## src/rtl/meas_sequencer.sv

```systemverilog
// meas_sequencer
//   Command-driven ring-oscillator frequency measurement sequencer. A UART
//   command starts a measurement: the RO is warmed up with its counter held
//   in clear, the counter is gated for a fixed window, the synchroniser is
//   allowed to settle, and the 16-bit count is sent back MSB first as two
//   bytes. Continuous mode repeats the measurement until a stop command.
//
// Ports
//   clk        system clock, rising edge
//   reset      synchronous, active-high
//   rx_data    command byte from the UART receiver
//   rx_valid   one-cycle strobe qualifying rx_data
//   cnt_value  RO edge count, already synchronised to clk
//   tx_busy    UART transmitter busy
//   ro_en      ring-oscillator enable
//   cnt_clear  synchronous clear for the RO counter
//   cnt_gate   RO counter count-enable window
//   tx_data    byte presented to the UART transmitter
//   tx_start   one-cycle transmit strobe
//   busy       high whenever a measurement or its transmission is in progress
//
// state   | meaning
// --------+---------------------------------------------------------------
// IDLE    | waiting for a start command
// SETTLE  | RO running, counter held in clear, SETTLE_CYCLES long
// GATE    | counter enabled, GATE_CYCLES long
// HOLD    | gate closed, 2 cycles for synchroniser latency; result captured
// TX_HI   | waiting for transmitter idle, then strobe result[15:8]
// WAIT_HI | one guard cycle, then wait for transmitter idle
// TX_LO   | waiting for transmitter idle, then strobe result[7:0]
// WAIT_LO | one guard cycle, then wait for idle; repeat or return to IDLE

module meas_sequencer #(
    parameter int unsigned GATE_CYCLES   = 1000,
    parameter int unsigned SETTLE_CYCLES = 16
) (
    input  logic        clk,
    input  logic        reset,
    input  logic [7:0]  rx_data,
    input  logic        rx_valid,
    input  logic [15:0] cnt_value,
    input  logic        tx_busy,
    output logic        ro_en,
    output logic        cnt_clear,
    output logic        cnt_gate,
    output logic [7:0]  tx_data,
    output logic        tx_start,
    output logic        busy
);

    localparam logic [7:0] CMD_SINGLE = 8'h00;
    localparam logic [7:0] CMD_CONT   = 8'h01;
    localparam logic [7:0] CMD_STOP   = 8'h02;

    // Down-counter reload values; the state ends on the cycle the timer reads 0.
    localparam logic [15:0] SETTLE_LOAD = 16'(SETTLE_CYCLES - 1);
    localparam logic [15:0] GATE_LOAD   = 16'(GATE_CYCLES - 1);
    localparam logic [15:0] HOLD_LOAD   = 16'd1;
    localparam logic [15:0] GUARD_LOAD  = 16'd1;

    typedef enum logic [2:0] {
        S_IDLE,
        S_SETTLE,
        S_GATE,
        S_HOLD,
        S_TX_HI,
        S_WAIT_HI,
        S_TX_LO,
        S_WAIT_LO
    } state_t;

    state_t      state;
    logic [15:0] timer;
    logic [15:0] result;
    logic [7:0]  tx_hold;
    logic        cont;

    logic        cmd_start;
    logic        cmd_stop;
    logic        tx_slot;
    logic [7:0]  tx_byte;

    assign cmd_start = rx_valid && ((rx_data == CMD_SINGLE) || (rx_data == CMD_CONT));
    assign cmd_stop  = rx_valid && (rx_data == CMD_STOP);

    // The strobe follows tx_busy in the same cycle so a byte goes out on the
    // first idle cycle of the transmitter, which keeps the first-byte latency
    // at exactly 1 + SETTLE + GATE + 2. Reset masks it so an aborted sequence
    // never leaks a strobe in the reset cycle itself.
    assign tx_slot  = ((state == S_TX_HI) || (state == S_TX_LO)) && !tx_busy && !reset;
    assign tx_byte  = (state == S_TX_HI) ? result[15:8] : result[7:0];
    assign tx_start = tx_slot;
    // tx_data only changes on a strobe; otherwise the last sent byte is held.
    assign tx_data  = tx_slot ? tx_byte : tx_hold;

    always_ff @(posedge clk) begin
        if (reset) begin
            state     <= S_IDLE;
            timer     <= 16'd0;
            result    <= 16'd0;
            tx_hold   <= 8'h00;
            cont      <= 1'b0;
            ro_en     <= 1'b0;
            cnt_clear <= 1'b0;
            cnt_gate  <= 1'b0;
            busy      <= 1'b0;
        end else begin
            if (tx_slot) begin
                tx_hold <= tx_byte;
            end
            if (cmd_stop) begin
                cont <= 1'b0;
            end

            case (state)
                S_IDLE: begin
                    if (cmd_start) begin
                        state     <= S_SETTLE;
                        timer     <= SETTLE_LOAD;
                        cont      <= (rx_data == CMD_CONT);
                        ro_en     <= 1'b1;
                        cnt_clear <= 1'b1;
                        cnt_gate  <= 1'b0;
                        busy      <= 1'b1;
                    end
                end

                S_SETTLE: begin
                    if (timer == 16'd0) begin
                        state     <= S_GATE;
                        timer     <= GATE_LOAD;
                        cnt_clear <= 1'b0;
                        cnt_gate  <= 1'b1;
                    end else begin
                        timer <= timer - 16'd1;
                    end
                end

                S_GATE: begin
                    if (timer == 16'd0) begin
                        state    <= S_HOLD;
                        timer    <= HOLD_LOAD;
                        cnt_gate <= 1'b0;
                    end else begin
                        timer <= timer - 16'd1;
                    end
                end

                S_HOLD: begin
                    if (timer == 16'd0) begin
                        result <= cnt_value;
                        state  <= S_TX_HI;
                        timer  <= 16'd0;
                        ro_en  <= 1'b0;
                    end else begin
                        timer <= timer - 16'd1;
                    end
                end

                S_TX_HI: begin
                    if (!tx_busy) begin
                        state <= S_WAIT_HI;
                        timer <= GUARD_LOAD;
                    end
                end

                // The guard cycle covers the cycle where the transmitter has
                // not yet raised tx_busy in response to the strobe.
                S_WAIT_HI: begin
                    if (timer != 16'd0) begin
                        timer <= timer - 16'd1;
                    end else if (!tx_busy) begin
                        state <= S_TX_LO;
                        timer <= 16'd0;
                    end
                end

                S_TX_LO: begin
                    if (!tx_busy) begin
                        state <= S_WAIT_LO;
                        timer <= GUARD_LOAD;
                    end
                end

                S_WAIT_LO: begin
                    if (timer != 16'd0) begin
                        timer <= timer - 16'd1;
                    end else if (!tx_busy) begin
                        // A stop arriving on this very cycle wins over cont.
                        if (cont && !cmd_stop) begin
                            state     <= S_SETTLE;
                            timer     <= SETTLE_LOAD;
                            ro_en     <= 1'b1;
                            cnt_clear <= 1'b1;
                        end else begin
                            state <= S_IDLE;
                            timer <= 16'd0;
                            busy  <= 1'b0;
                        end
                    end
                end

                default: begin
                    state     <= S_IDLE;
                    timer     <= 16'd0;
                    ro_en     <= 1'b0;
                    cnt_clear <= 1'b0;
                    cnt_gate  <= 1'b0;
                    busy      <= 1'b0;
                end
            endcase
        end
    end

endmodule

```

## config.mk

```make
export PLATFORM = sky130hd
export DESIGN_NAME = meas_sequencer
export DESIGN_NICKNAME = d
export VERILOG_FILES = /design/src/rtl/meas_sequencer.sv
export SDC_FILE = /design/constraint.sdc
export NUM_CORES = 1
export LEC_CHECK = 0
export ABC_AREA = 1
export CAP_MARGIN = 20
export CORE_MARGIN = 5
export CORE_UTILIZATION = 45
export DETAILED_ROUTE_END_ITERATION = 6
export PLACE_DENSITY = 0.69
export SYNTH_ARGS = -nofsm -noshare
export SYNTH_HDL_FRONTEND = slang
export SYNTH_SLANG_ARGS = --single-unit
```

## constraint.sdc

```tcl
create_clock -name clk -period 2.2 [get_ports clk]
set_input_delay 0.22 -clock clk [delete_from_list [all_inputs] [get_ports clk]]
set_output_delay 0.22 -clock clk [all_outputs]
set_load 0.02 [all_outputs]
```

==> impl_metrics.tcl, run 1 <==
set metrics [dict create \
    slowest_delay_ns 0.34 \
    power_density_nw_per_um2 1320 \
    synth.cell_area_um2 2510 \
    core_um2 5470 \
    maxCapViolations 0 \
    numCtsBuffers 5 \
    synth_seq_cells 48 \
    criticalPathCategory "flip-flop to output pin" \
    yosys.cell_types.count 29 \
    fp.dieW_um 84.7 \
    gp_congestion 0.973 \
    drt-initial-drc-count 176 \
    ant_nets 0 \
    cts_max_level 2 \
    worst_ep_required_time_ns 1.98 \
    p_total_mw 4.16 \
    grt_max_degree 26 \
    fill_cells 563 \
    nets 458 \
    ff2ff_setup_slack_ns 0.26 \
    fin_area_um2 3150 \
    layout_setup_ws_ns 0.156 \
    num_vias 2475 \
    cp-start-kind "flip-flop" \
    clk_pin_slew_ns 0.10 \
    drv_slew 0 \
    path_buf_inv 3 \
    path_cells "inv_1 -> nor2_2 -> nand2_2 -> buf_4 -> a21oi_1 -> nor2_1 -> dlygate4sd2_1" \
    grt_overflow 0 \
    boundaryPins 41 \
    yosys_warnings 0 \
    die_h_um 84.7 \
    syn_avg_cell_area_um2 6.52 \
    multi_input_area_um2 1310 \
    rsz0062_at_grt "no" \
    skew_ns 0.0125 \
    fin_crit_ns 2.04 \
    drive_gt1_share_pct 8.84 \
    synth_seq_area_share_pct 38.3 \
    hpwl_um 4480 \
    status "finished clean" \
    fmax_ghz 0.489 \
    dp_slack_ns -0.00786 \
    port_buffers 40 \
    p_leak_nw 1.42 \
    cp-end-kind "output pin" \
    setup_violations 0 \
    arrival_ns 1.82 \
    syn_inst 385 \
    cts_tree "done" \
    grt_pass1_vias 2295 \
    final_hold_viol_count 0 \
    fin_util_pct 57.6 \
    syn_nets 414 \
    drc 0 \
    clock_latency_ns 0.30 \
    worstMarginPinSlew_ns 0.352 \
    viasPerCell 4.93 \
    worst_path_max_delay_cell "dfxtp_1" \
    grt_pass1_wl_um 10100 \
    period_share_pct 92.9 \
    dr.pass1.iters 5 \
    area_growth_pct 25.6 \
    peakVddDrop_v 0.000611 \
    cp_top_family "buffers and inverters" \
    path_max_fanout 14 \
    grt_use_total_pct 16.9 \
    wirelength_um 6010 \
    dieArea_um2 7170 \
    hp-class "flip-flop to flip-flop" \
    initial_utilization_pct 45.9 \
    cts_root_buffer "clkbuf_8" \
    antenna_cells 0 \
    antenna_found_initial 0 \
    row_count 27 \
    cts_buffer_depth 2 \
    dpl_cell_area_um2 3010 \
    relSlewSlack_pct 76.5 \
    cts.sinks 48 \
    area.sequential_um2 961 \
    wl_per_cell_um 12.0 \
]
[cells in the mapped netlist, drive strengths merged]
cell type	count	share of area, %
nor2	67	11
o2111ai	1	0.35
nand2	80	13
ha	1	0.50
nor3	12	2.4
inv	50	7.6
xnor2	3	1.0
dfxtp	48	38
nand3	24	5.5
buf	8	1.8
a21oi	43	8.6
o21ai	29	5.8
a211oi	1	0.30
nand3b	2	0.60
xor2	3	1.0
and2	1	0.25
nand4	6	1.5
a22oi	1	0.30
clkbuf	5	0.75
[routing by layer]
layer	vias to the layer above	global-route usage (%)	wire [um]
li1	1330	-	-
met1	1101	21.7	2870
met2	40	29.6	2880
met3	4	2.55	200
met4	0	4.32	51
met5	-	0	0
[sequential cells by signal (all words and copies together), names as in the netlist]
signal     flops
ro_en          1
cont           1
tx_hold        8
result        16
cnt_clear      1
cnt_gate       1
busy           1
state          3
timer         16
[worst register-to-register path, cell delays in order, from the launching register on]
cell	delay [ns]
dfxtp_1	0.32
inv_1	0.11
ha_1	0.22
nand2_2	0.09
nor2_4	0.24
nand2_2	0.20
nand2_1	0.12
nand3_1	0.24
o21ai_1	0.21
a21oi_1	0.08
[layout by cell type, fill, tap and decap left out, drive strengths merged]
master         synthesis  routed
a211oi                 1       1
a21oi                 43      43
a22oi                  1       1
and2                   1       1
buf                    8      10
bufinv                 0       2
clkbuf                 5       5
clkdlybuf4s50          0      31
dfxtp                 48      48
dlygate4sd2            0       8
dlymetal6s2s           0       1
ha                     1       1
inv                   50      51
nand2                 80      80
nand3                 24      24
nand3b                 2       2
nand4                  6       6
nor2                  67      67
nor3                  12      12
o2111ai                1       1
o21ai                 29      29
xnor2                  3       3
xor2                   3       3
[per-stage QoR]
| step | TNS, ns | instances | hold WS [ns] |
|---|---|---|---|
| final | 0 | 502 | 0.459 |
| after global routing | 0 | 502 | 0.478 |
| after CTS | 0 | 502 | 0.459 |
| after detailed placement | -0.00786 | 494 | 0.445 |
| after global placement | 0 | 494 | 0.437 |
| after floorplan | 0 | 385 | 0.384 |
[what timing repair did]
action,CTS,global route
gates cloned,0,0
endpoints found under the setup margin,8,11
pin swaps,1,0
hold buffers,0,0
resized for setup,10,3
setup buffers,0,0
[area by class of cell]
cell class	count	share of cell area (%)
clock buffer	5	2.18
tap	72	2.86
timing repair buffer	50	14.8
multi-input combinational	274	41.4
sequential	48	30.5
clock inverter	3	2.18
inverter	50	6.11
[where the power goes]
group	switching, mW	internal, mW	leakage, nW
clock network	0.312	0.458	0.0687
registers	0.136	1.04	0.389
logic	1.44	0.775	0.964
total	1.89	2.27	1.42
[path summary, 6_finish.rpt]
check	start	to	cells after the start
worst max-delay path	state[2]	tx_data[5]	7
worst min-delay path	result[11]	result[11]	2
worst max register to register	timer[0]	timer[1]	9
worst min register to register	result[11]	result[11]	2
[kinds of logic (layout without fill, tap and decap cells)]
| group | count (synthesis) | count (layout) | synth area share, % |
|---|---|---|---|
| compound gates | 75 | 75 | 15.3 |
| buf+inv | 63 | 108 | 10.2 |
| xor+xnor | 6 | 6 | 2.09 |
| fa+ha+maj | 1 | 1 | 0.498 |
| simple gates | 192 | 192 | 33.7 |
| flops | 48 | 48 | 38.3 |
Power figures use the tool's default switching activity.
==> inputs of run 2 (changes only) <==
--- a/config.mk
+++ b/config.mk
@@ -9,6 +9,7 @@
 export CAP_MARGIN = 20
 export CORE_MARGIN = 5
 export CORE_UTILIZATION = 45
+export CTS_CLUSTER_SIZE = 40
 export DETAILED_ROUTE_END_ITERATION = 6
 export PLACE_DENSITY = 0.69
 export SYNTH_ARGS = -nofsm -noshare
==> constraint.sdc (replaced) <==
create_clock -name clk -period 2.25 [get_ports clk]
set_input_delay 0.225 -clock clk [delete_from_list [all_inputs] [get_ports clk]]
set_output_delay 0.225 -clock clk [all_outputs]
set_load 0.02 [all_outputs]
==> impl_metrics.tcl, run 2 (same netlist as run 1, synthesis figures left out) <==
set metrics [dict create \
    fp.dieW_um 84.7 \
    dr_wl_met2_um 2820 \
    antenna_cells 0 \
    grt_max_degree 26 \
    initial_utilization_pct 45.9 \
    ant_nets 0 \
    wl_per_cell_um 12.1 \
    die_h_um 84.7 \
    relSlewSlack_pct 72.5 \
    antenna_found_initial 0 \
    grt_use_total_pct 17.0 \
    final_common_cell "nand2_1" \
    p_leak_nw 1.39 \
    drv_slew 0 \
    clk_pin_slew_ns 0.09 \
    crit_path_frequent_cell "nor2_1" \
    cts_buffer_depth 2 \
    cts.sinks 48 \
    fin_util_pct 57.0 \
    grt_overflow 0 \
    dieArea_um2 7170 \
    worstMarginPinSlew_ns 0.410 \
    area_growth_pct 24.2 \
    wirelength_um 6080 \
    period_share_pct 95.3 \
    cts_max_level 2 \
    timing.rr.start "timer[0]" \
    mostFrequentLayoutCells "nand2_1 (73), nor2_1 (64), dfxtp_1 (48), inv_1 (43), a21oi_1 (43)" \
    cts_root_buffer "clkbuf_8" \
    path_max_fanout 6 \
    drive_gt1_share_pct 9.05 \
    cp_top_family "buffers and inverters" \
    path_buf_inv 4 \
    row_count 27 \
    hp-class "flip-flop to flip-flop" \
    numCtsBuffers 5 \
    startpoint "state[2]" \
    final_hold_viol_count 0 \
    routed.top_layer "met4" \
    path_cells "inv_1 -> nor2_1 -> buf_4 -> nand3_2 -> inv_4 -> o21ai_0 -> a21oi_1 -> nor2_1 -> dlygate4sd2_1" \
    worst_ep_required_time_ns 2.03 \
    drc 0 \
    hpwl_um 4480 \
    nets 459 \
    fin_crit_ns 2.14 \
    worst-path-stages 9 \
    setup_violations 0 \
    port_buffers 40 \
    grt_pass1_vias 2319 \
    grt_pass1_wl_um 10200 \
    fin_setup_tns_ns 0 \
    skew_ns 0.00648 \
    power_density_nw_per_um2 1240 \
    reg_top3 "result: 16 flops, timer: 16 flops, tx_hold: 8 flops" \
    cp-end-kind "output pin" \
    postCtsHoldBufs 0 \
    num_vias 2478 \
    boundaryPins 41 \
    core_um2 5470 \
    r2r_end "result[11]" \
    status "finished clean" \
    cts_tree "done" \
    ff2ff_setup_slack_ns 0.24 \
    viasPerCell 4.93 \
    clock_latency_ns 0.30 \
    met1_length_um 2920 \
    fmax_ghz 0.467 \
    fill_cells 562 \
    maxCapViolations 0 \
    drt-initial-drc-count 143 \
    gp_congestion 0.890 \
    criticalPathCategory "flip-flop to output pin" \
    cp-start-kind "flip-flop" \
    worst_path_max_delay_cell "dfxtp_1" \
    peakVddDrop_v 0.000601 \
    dr.pass1.iters 4 \
    cp-endpoint "tx_data[5]" \
    slowest_delay_ns 0.34 \
    arrival_ns 1.92 \
    rr_worst_depth 9 \
    wl_met3_um 237 \
]
[run 2: cell types whose count changed in the layout (fill, tap and decap cells not counted)]
cell        previous run  this run
nor2_2                 3         2
nor2_1                63        64
bufinv_16              2         0
nand2_2                4         5
clkinvlp_4             0         3
nand3_2                1         2
inv_6                  1         0
clkbuf_8               5         6
nand2_4                3         2
nand3_1               22        21
[run 2: worst min-delay path, cell delays in order (launching register included)]
cell     delay [ns]
dfxtp_1        0.31
inv_1          0.05
a21oi_1        0.05
[run 2: report_power, final]
group,total (mW),internal [mW],switching (mW)
logic,2.15,0.757,1.40
clock network,0.552,0.249,0.303
registers,1.15,1.02,0.132
total,3.85,2.02,1.83
[run 2: through the flow]
stage	total power [mW]	setup WS (ns)	cells	hold slack [ns]	cell area (um2)
after global placement	3.27	0.0799	493	0.436	3000
after detailed placement	3.32	0.0674	493	0.439	3000
final	3.85	0.107	503	0.454	3120
after floorplan	2.82	0.587	385	0.389	2510
after global routing	4.20	-0.00187	503	0.469	3120
after CTS	3.88	0.0264	501	0.452	3090
[run 2: worst min path at each step]
stage,cells past startpoint,end,startpoint,slack [ns]
final,2,result[11],result[11],0.45
after global placement,2,cnt_clear,cnt_clear,0.44
after global routing,2,result[11],result[11],0.47
after floorplan,2,result[0],cnt_value[0],0.39
after CTS,2,result[11],result[11],0.45
after detailed placement,2,result[11],result[11],0.44
[run 2: layout make-up]
class	instances	area, um2	area share [%]
Clock buffer	6	82.6	2.65
Sequential cell	48	961	30.8
Tap cell	72	90.1	2.89
Timing Repair inverter	1	7.51	0.241
Clock inverter	2	15.0	0.481
Multi-Input combinational cell	274	1300	41.8
Inverter	50	193	6.18
Timing Repair Buffer	50	468	15.0
[run 2: repair_timing]
action / 4_1_cts / 5_1_grt
gates resized for setup: 9 / 3
endpoints found under the setup margin: 8 / 7
buffers inserted: 0 / 1
cloned: 0 / 1
endpoints found under the hold margin: 0 / 0
[run 2: layer usage]
metal / global-route usage, % / vias up
li1: - / 1320
met1: 22.1 / 1101
met2: 28.6 / 47
met3: 3.14 / 10
met4: 5.18 / 0
met5: 0 / -
==> inputs of run 3 (changes only) <==
--- a/config.mk
+++ b/config.mk
@@ -11,6 +11,7 @@
 export CORE_UTILIZATION = 45
 export CTS_CLUSTER_SIZE = 40
 export DETAILED_ROUTE_END_ITERATION = 6
+export MAX_ROUTING_LAYER = met4
 export PLACE_DENSITY = 0.69
 export SYNTH_ARGS = -nofsm -noshare
 export SYNTH_HDL_FRONTEND = slang
==> impl_metrics.tcl, run 3 (same netlist as run 1, synthesis figures left out) <==
set metrics [dict create \
    status "finished clean" \
    fp.dieW_um 84.7 \
    area_growth_pct 24.2 \
    period_share_pct 95.2 \
    cts_max_level 2 \
    multi_input_area_um2 1300 \
    drt-initial-drc-count 142 \
    drv_slew 0 \
    port_buffers 40 \
    fin_crit_ns 2.14 \
    core_um2 5470 \
    worst-path-stages 9 \
    rr_worst_depth 9 \
    ant_nets 0 \
    dr.pass1.iters 4 \
    hpwl_um 4480 \
    dp_slack_ns 0.0674 \
    cp-end-kind "output pin" \
    path_cells "inv_1 -> nor2_1 -> buf_4 -> nand3_2 -> inv_4 -> o21ai_0 -> a21oi_1 -> nor2_1 -> dlygate4sd2_1" \
    final_hold_viol_count 0 \
    numCtsBuffers 5 \
    hp-class "flip-flop to flip-flop" \
    cts_root_buffer "clkbuf_8" \
    cts.sinks 48 \
    num_vias 2479 \
    mostFrequentLayoutCells "nand2_1 (73), nor2_1 (64), dfxtp_1 (48), inv_1 (43), a21oi_1 (43)" \
    boundaryPins 41 \
    grt_overflow 0 \
    worstMarginPinSlew_ns 0.411 \
    power_density_nw_per_um2 1240 \
    combPwrFrac_pct 55.8 \
    criticalPathCategory "flip-flop to output pin" \
    antenna_cells 0 \
    cp_top_family "buffers and inverters" \
    setup_violations 0 \
    wl_per_cell_um 12.1 \
    p_seq_share_pct 29.8 \
    p_sw_mw 1.83 \
    drive_gt1_share_pct 9.05 \
    min_from "result[11]" \
    min_to "result[11]" \
    area.sequential_um2 961 \
    relSlewSlack_pct 72.5 \
    die_h_um 84.7 \
    fmax_ghz 0.467 \
    worst_path_max_delay_cell "dfxtp_1" \
    gp_congestion 0.905 \
    postCtsHoldBufs 0 \
    clk_pin_slew_ns 0.09 \
    row_count 27 \
    fin_setup_tns_ns 0 \
    fill_cells 562 \
    peakVddDrop_v 0.000601 \
    viasPerCell 4.93 \
    dieArea_um2 7170 \
    drc 0 \
    path_buf_inv 4 \
    grt_use_total_pct 17.5 \
    switching_share_pct 47.5 \
    timing.rr.start "timer[0]" \
    final_common_cell "nand2_1" \
    maxCapViolations 0 \
    cts_buffer_depth 2 \
    dpl_cell_area_um2 3000 \
    grt_max_degree 26 \
    p_clk_share_pct 14.4 \
    nets 459 \
    holdWs_ns 0.454 \
    ff2ff_setup_slack_ns 0.24 \
    dp_cells 493 \
    antenna_found_initial 0 \
    clock_latency_ns 0.30 \
    wirelength_um 6080 \
    layout_setup_ws_ns 0.107 \
    skew_ns 0.00648 \
    grt_pass1_wl_um 10200 \
    crit_path_frequent_cell "nor2_1" \
    reg_top3 "result: 16 flops, timer: 16 flops, tx_hold: 8 flops" \
    grt_pass1_vias 2320 \
    fin_cells 503 \
    worst_ep_required_time_ns 2.03 \
    r2r_end "result[11]" \
    path_max_fanout 6 \
    cts_tree "done" \
    min_path_cells 2 \
    p_int_mw 2.02 \
    slowest_delay_ns 0.34 \
    cp-start-kind "flip-flop" \
    initial_utilization_pct 45.9 \
    p_leak_nw 1.39 \
    fin_area_um2 3120 \
    arrival_ns 1.92 \
]
## run 3: cell counts in the layout (fill, tap and decap cells not counted)
No cell type changed its count.
## run 3: area by class of cell
class	count	area share (%)
Tap cell	72	2.89
Multi-Input combinational cell	274	41.8
Timing Repair Buffer	50	15.0
Sequential cell	48	30.8
Clock buffer	6	2.65
Clock inverter	2	0.481
Timing Repair inverter	1	0.241
Inverter	50	6.18
## run 3: metrics by stage
stage / utilization (%) / total power [mW]
3_3_place_gp: 54.9 / 3.27
4_1_cts: 56.5 / 3.88
2_1_floorplan: - / 2.82
6_report: 57.0 / 3.86
5_1_grt: 57.0 / 4.20
3_5_place_dp: 54.9 / 3.32
## run 3: worst reg2reg max path: cells and delay by family, from the launching register on
kind / cells / cell delay [ns]
flip-flops: 1 / 0.32
buffers and inverters: 2 / 0.27
AO/OA/AOI/OAI: 2 / 0.31
AND/OR/NAND/NOR: 4 / 0.78
adder cells (fa/ha/maj): 1 / 0.21
## run 3: layer usage
metal  wire length, um  GRT usage [%]
met1              2940           22.1
met2              2830           28.6
met3               224           3.14
met4                86           5.18
met5                 0              -
## run 3: power by group through the flow
stage | Sequential [mW] | Combinational (mW) | Clock (mW)
after floorplan | 1.17 | 1.65 | 0
after global placement | 1.16 | 2.11 | 0
after detailed placement | 1.17 | 2.15 | 0
after CTS | 1.15 | 2.16 | 0.569
after global routing | 1.17 | 2.43 | 0.603
final | 1.15 | 2.15 | 0.554
## run 3: worst max-delay path by stage
| stage | from | end | slack (ns) |
|---|---|---|---|
| CTS | state[2] | tx_start | 0.03 |
| global route | state[2] | tx_data[5] | -0.002 |
| global placement | tx_busy | tx_data[6] | 0.08 |
| floorplan | state[2] | tx_data[0] | 0.59 |
| detailed placement | tx_busy | tx_data[6] | 0.07 |
| finish | state[2] | tx_data[5] | 0.11 |
## run 3: repair_timing
action                                  in CTS  in global routing
resized for setup                            9                  3
setup buffers                                0                  1
cloned                                       0                  1
endpoints found under the setup margin       8                  7
